--- config.mk ---
export PLATFORM = sky130hd
export DESIGN_NAME = cjb_stack_ctrl
export DESIGN_NICKNAME = d
export VERILOG_FILES = /design/src/rtl/cjb_stack_ctrl.sv
export SDC_FILE = /design/constraint.sdc
export NUM_CORES = 1
export LEC_CHECK = 0
export ABC_AREA = 1
export CORE_MARGIN = 2
export CORE_UTILIZATION = 40
export CTS_CLUSTER_SIZE = 12
export DETAILED_ROUTE_END_ITERATION = 10
export MAX_ROUTING_LAYER = met4
export PLACE_DENSITY = 0.85
export SLEW_MARGIN = 20
export SYNTH_ARGS = -nofsm -noshare
export SYNTH_HDL_FRONTEND = slang
export SYNTH_SLANG_ARGS = --single-unit
--- constraint.sdc ---
create_clock -name Clock -period 2.58 [get_ports Clock]
set_clock_uncertainty 0.05 [all_clocks]
set_input_delay 0.387 -clock Clock [delete_from_list [all_inputs] [get_ports Clock]]
set_output_delay 0.387 -clock Clock [all_outputs]
set_load 0.01 [all_outputs]
--- src/rtl/cjb_stack_ctrl.sv ---
// Sequencer/arbiter sharing one DEPTH-entry LIFO stack between two requesters.
// Legal op acks on the 3rd edge after req, rejected op on the 2nd; define CJB_STACK_CTRL_RR_EN for round-robin ties.
module cjb_stack_ctrl #(
  parameter int n     = 8,
  parameter int DEPTH = 4
) (
  input  logic         Clock,
  input  logic         Resetn,
  input  logic         req0,
  input  logic         op0,
  input  logic [n-1:0] wdata0,
  input  logic         req1,
  input  logic         op1,
  input  logic [n-1:0] wdata1,
  output logic         ack0,
  output logic         ack1,
  output logic [n-1:0] rdata,
  output logic         err,
  output logic [2:0]   depth,
  output logic         full,
  output logic         empty,
  output logic         stk_push,
  output logic         stk_pop,
  output logic         stk_rst,
  output logic [n-1:0] stk_din,
  input  logic [n-1:0] stk_dout
);

  typedef enum logic [1:0] {CLR, IDLE, ISSUE, RESP} state_t;

  localparam logic [2:0] DEPTH_MAX = 3'(DEPTH);

  state_t       state, state_nxt;
  logic [2:0]   depth_r;
  logic         gnt_id, gnt_op, err_r;
  logic [n-1:0] din_r;
  logic         any_req, sel, sel_op, illegal;
  logic [n-1:0] sel_dat;

  assign any_req = req0 || req1;

`ifdef CJB_STACK_CTRL_RR_EN
  logic last_gnt;

  // On a tie the port not serviced most recently wins.
  assign sel = (req0 && req1) ? ~last_gnt : req1;

  always_ff @(posedge Clock or negedge Resetn) begin
    if (!Resetn) begin
      last_gnt <= 1'b1;
    end else if (state == IDLE && any_req) begin
      last_gnt <= sel;
    end
  end
`else
  assign sel = req1;
`endif

  assign sel_op  = sel ? op1 : op0;
  assign sel_dat = sel ? wdata1 : wdata0;
  assign illegal = sel_op ? (depth_r == DEPTH_MAX) : (depth_r == 3'd0);

  always_comb begin
    state_nxt = state;
    case (state)
      CLR:     state_nxt = IDLE;
      IDLE:    if (any_req) state_nxt = illegal ? RESP : ISSUE;
      ISSUE:   state_nxt = RESP;
      RESP:    state_nxt = IDLE;
      default: state_nxt = CLR;
    endcase
  end

  always_ff @(posedge Clock or negedge Resetn) begin
    if (!Resetn) begin
      state   <= CLR;
      depth_r <= 3'd0;
      gnt_id  <= 1'b0;
      gnt_op  <= 1'b0;
      err_r   <= 1'b0;
      din_r   <= '0;
    end else begin
      state <= state_nxt;
      case (state)
        IDLE: begin
          if (any_req) begin
            gnt_id <= sel;
            gnt_op <= sel_op;
            din_r  <= sel_dat;
            err_r  <= illegal;
          end
        end
        ISSUE:   depth_r <= gnt_op ? depth_r + 3'd1 : depth_r - 3'd1;
        RESP:    err_r <= 1'b0;
        default: ;
      endcase
    end
  end

  assign stk_rst  = (state == CLR);
  assign stk_push = (state == ISSUE) && gnt_op;
  assign stk_pop  = (state == ISSUE) && !gnt_op;
  assign stk_din  = din_r;
  assign ack0     = (state == RESP) && !gnt_id;
  assign ack1     = (state == RESP) && gnt_id;
  assign err      = (state == RESP) && err_r;
  // The stack registered the popped word on the ISSUE edge, so dout is valid here.
  assign rdata    = ((state == RESP) && !err_r && !gnt_op) ? stk_dout : '0;
  assign depth    = depth_r;
  assign full     = (depth_r == DEPTH_MAX);
  assign empty    = (depth_r == 3'd0);

endmodule

## After elaboration in Yosys (flattened, before gate mapping)

Cells that the tools add are included.

| word-level totals | value |
|---|---|
| bits in registers | 16 |
| bits of input ports | 30 |
| output and inout bits | 27 |
| word-level logic and storage cells | 40 |

| operators by class | value |
|---|---|
| $add $sub $neg | 2 |
| equal/unequal tests | 5 |
| mux-type cells | 10 |
| reductions and logical operators | 17 |

Operators by type and width:

| operator | number |
|---|---|
| $mux W8 | 2 |
| $logic_and A1 B1 Y1 | 7 |
| $pmux W2 S3 | 1 |
| $eq A2 B2 Y1 const B | 2 |
| $mux W1 | 4 |
| $reduce_and A2 Y1 | 2 |
| $add A3 B1 Y3 const B | 1 |
| $eq A3 B3 Y1 const B | 1 |
| $logic_not A1 Y1 | 3 |
| $logic_not A3 Y1 | 1 |
| $mux W3 | 1 |
| $sub A3 B1 Y3 const B | 1 |
| $eq A2 B1 Y1 const B | 1 |
| $logic_not A2 Y1 | 1 |
| $mux W2 | 1 |
| $ne A2 B2 Y1 const B | 1 |
| $pmux W1 S2 | 1 |
| $reduce_bool A2 Y1 | 1 |
| $reduce_or A2 Y1 | 1 |
| $logic_or A1 B1 Y1 | 1 |

## Longest topological paths before layout

| logic depth | value |
|---|---|
| depth after elaboration | 5 |
| depth in mapped cells | 7 |
| depth with buffers taken out | 6 |

## Worst setup path after synthesis

Ideal clock, no wire load.

| timing path | value |
|---|---|
| path kind | register -> output |
| start | register state[0] |
| end | output rdata[0] |
| arrival time | 1.021 ns |
| data required time | 2.143 ns |
| slack | 1.122 ns |
| cell stages (with the launch flop) | 6 |
| path through | dfrtp_1 > ha_1 > inv_1 > nor2_1 > nand2_1 > nor2_1 |

| between the ends | value |
|---|---|
| cells in the longest elaborated chain, start to end | 4 |

RTL lines:

| element | RTL line | RTL |
|---|---|---|
| start: declaration | 33 | `state_t state, state_nxt;` |
| start signal: assignment | 83 | `state <= state_nxt;` |
| $eq A2 B2 Y1 | 108 | `assign rdata = ((state == RESP) && !err_r && !gnt_op) ? stk_dout : '0;` |
| $logic_and A1 B1 Y1 (2 in a row) | 108 |  |
| $mux W8 | 108 |  |
| end: declaration | 17 | `output logic [n-1:0] rdata,` |

Every way passes these cells.

## Worst setup path after layout

| timing path | value |
|---|---|
| start | register state[0] |
| end | output rdata[1] |

The elaborated chain is that of the path after synthesis.

==> impl_metrics.toml <==
[setup_path]
required_ns = 2.14
path_cells = "ha_1, inv_1, nor2_1, nand2_1, nor2_1, clkdlybuf4s50_1"
max_stage_delay_ns = 0.56
endpoint_kind = "output port"
path_common_cell = "nor2_1"
crit_family = "buffers and inverters"
path_buf_inv = 2
crit_type = "reg -> out"
cp_max_fo = 8
crit_path_start_kind = "flop"
crit_slowest_cell = "clkdlybuf4s50_1"
crit_arrival_ns = 1.97

[synth]
netlist_area_um2 = 967
synth_top_area_share_pct = 41.4
ys_async_sr_fraction_pct = 100
yosysWarnings = 0
yosysTopAreaCell = "dfrtp_1"
ys.flop_type = "dfrtp_1"
netlist_instances = 129
synthTopCellsByCount = "nand2_1 (41), inv_1 (22), dfrtp_1 (16)"
ys_ff_latch = 16
synthesis.nets = 164
syn_area_per_cell_um2 = 7.50
synth.area.top_cells = "dfrtp_1 (41%), nand2_1 (16%), inv_1 (8.5%)"
synth_cell_types = 17
synth_edf_count = 0
synth.most_common_cell = "nand2_1"
ys_seq_area_share_pct = 41.4

[clock_network]
htreeDepth = 1
cts-root-buf = "clkbuf_4"
ctsHoldBuffers = 0
worstSkewPairLatency_ns = 0.29
cts_sinks = 16
cts_tree = "yes"
clock_path_buffers = 2
cts_resized = 0
cts_made_buffers = 3
post-cts-setup-buffers = 0
clkTransAtPathRegs_ns = 0.09

[run_status]
status = "finished clean"

[sta]
worst_pin_slew_ns = 0.703
finalHoldViolCount = 0
final.min_clock_period_ns = 2.41
rsz0062_at_grt = "no"
fin_crit_sh_pct = 93.3
setup_viol = 0
slew_headroom_pct = 53.0
hold_ws_ns = 0.446
max_freq_mhz = 416
tns_ns = 0
final-max-slew-violation-count = 0

[placed_design]
gp_congestion = 0.752
detailed_place_hpwl_um = 2030
dpl-instance-area_mm2 = 0.00154
io_buffers = 56

[floorplanning]
row_count = 17
io_pins = 57
fp.dieH_um = 53.2
dieArea_mm2 = 0.00283
core_area_mm2 = 0.00225
die_w_um = 53.2
initial_core_util_pct = 42.9

[drt]
wl_um = 2450
vias = 991
antenna_left = 0
via_per_inst = 4.61
drtPass1Iterations = 4
drt_iter0_markers = 15
drc = 0
wl_per_cell_um = 11.4

[global_route]
grt_max_degree = 17
grt_use_total_pct = 19.8
grt_pass1_vias = 968
overflow = 0
antenna_found_initial = 0
grt_pass1_wl_um = 3950

[pwr]
peakVddDrop_mv = 0.549
pwr_density_cell_mw_per_mm2 = 1000
total_leakage_power_uw = 0.000789

[layout]
nets = 223
n_antenna_cell = 0
final_area_mm2 = 0.00158
fillers = 197
drive_above_1_share_pct = 4.28
synthToLayoutAreaGrowth_pct = 63.4

[worst_hold_path]
hold_path_class = "reg -> reg"

[flow_run]
maxCapViolCount = 0
## layer usage
| metal | routed length (um) | global-route usage (%) | part of all wire [%] |
|---|---|---|---|
| met1 | 988 | 18.8 | 40 |
| met2 | 1170 | 36.5 | 48 |
| met3 | 270 | 7.91 | 11 |
| met4 | 21 | 5.98 | 0.86 |
| met5 | 0 | - | 0 |
## layout by cell type, fill, tap and decap left out
cell type,count
inv_2,2
nand3_1,1
xor2_1,2
ha_1,4
nand2_1,41
buf_4,1
fa_1,1
inv_1,22
dfrtp_1,16
clkbuf_8,1
or2_0,8
o21ai_0,1
a21oi_1,1
clkbuf_4,3
o21ai_1,3
clkdlybuf4s50_1,56
nor2_1,14
o211ai_1,9
o21ai_2,1
## state kept, by name (all words and copies together), names as in the netlist
register	flops
err_r	1
depth	3
stk_din	8
gnt_op	1
gnt_id	1
state	2
## final timing paths
check                                  startpoint                endpoint  slack (ns)  cells past startpoint
setup reg to reg               gnt_op$_DFFE_PN0P_    depth[2]$_DFFE_PN0N_        1.19                      5
max in group asynchronous                  Resetn    state[1]$_DFFE_PN0P_        1.57                      1
setup / recovery             state[0]$_DFFE_PN0P_                rdata[1]        0.17                      6
hold reg to reg            stk_din[4]$_DFFE_PN0P_  stk_din[4]$_DFFE_PN0P_        0.45                      2
hold / removal             stk_din[4]$_DFFE_PN0P_  stk_din[4]$_DFFE_PN0P_        0.45                      2
min in group asynchronous                  Resetn    depth[0]$_DFFE_PN0N_        0.46                      1
## worst reg2reg max path, stage by stage (launching register included)
cell,delay (ns)
dfrtp_1,0.42
inv_1,0.10
fa_1,0.39
nand2_1,0.08
nand3_1,0.09
xor2_1,0.15
## per-stage QoR
stage                     power (uW)  util [%]  setup slack, ns  instances
after floorplan                  941         -             1.12        129
after CTS                       1600      70.1            0.139        215
after global placement          1390      68.5            0.558        211
after detailed placement        1430      68.5            0.457        211
after global routing            1730      70.1           0.0534        215
final                           1580      70.1            0.174        215
## logic make-up (layout without fill, tap and decap cells)
group | count (synthesis) | count (layout) | share of synthesized area (%)
simple gates | 64 | 64 | 27.0
fa+ha+maj | 5 | 5 | 7.24
buf+inv | 27 | 85 | 12.0
flops | 16 | 16 | 41.4
xor+xnor | 2 | 2 | 1.81
compound gates | 15 | 15 | 10.5
## area by class of cell
| type | count | area (um2) | area share, % |
|---|---|---|---|
| Clock buffer | 4 | 36.3 | 2.30 |
| Inverter | 24 | 90.1 | 5.70 |
| Multi-Input combinational cell | 86 | 450 | 28.5 |
| Sequential cell | 16 | 400 | 25.3 |
| Tap cell | 28 | 35.0 | 2.22 |
| Timing Repair Buffer | 57 | 568 | 35.9 |
## power by group
group / total [uW] / internal (uW) / switching [uW]
Sequential: 479 / 376 / 103
Clock: 166 / 85.9 / 80.0
Combinational: 938 / 485 / 453
Total: 1580 / 947 / 636
No activity file was read; power rests on OpenSTA's default activity.
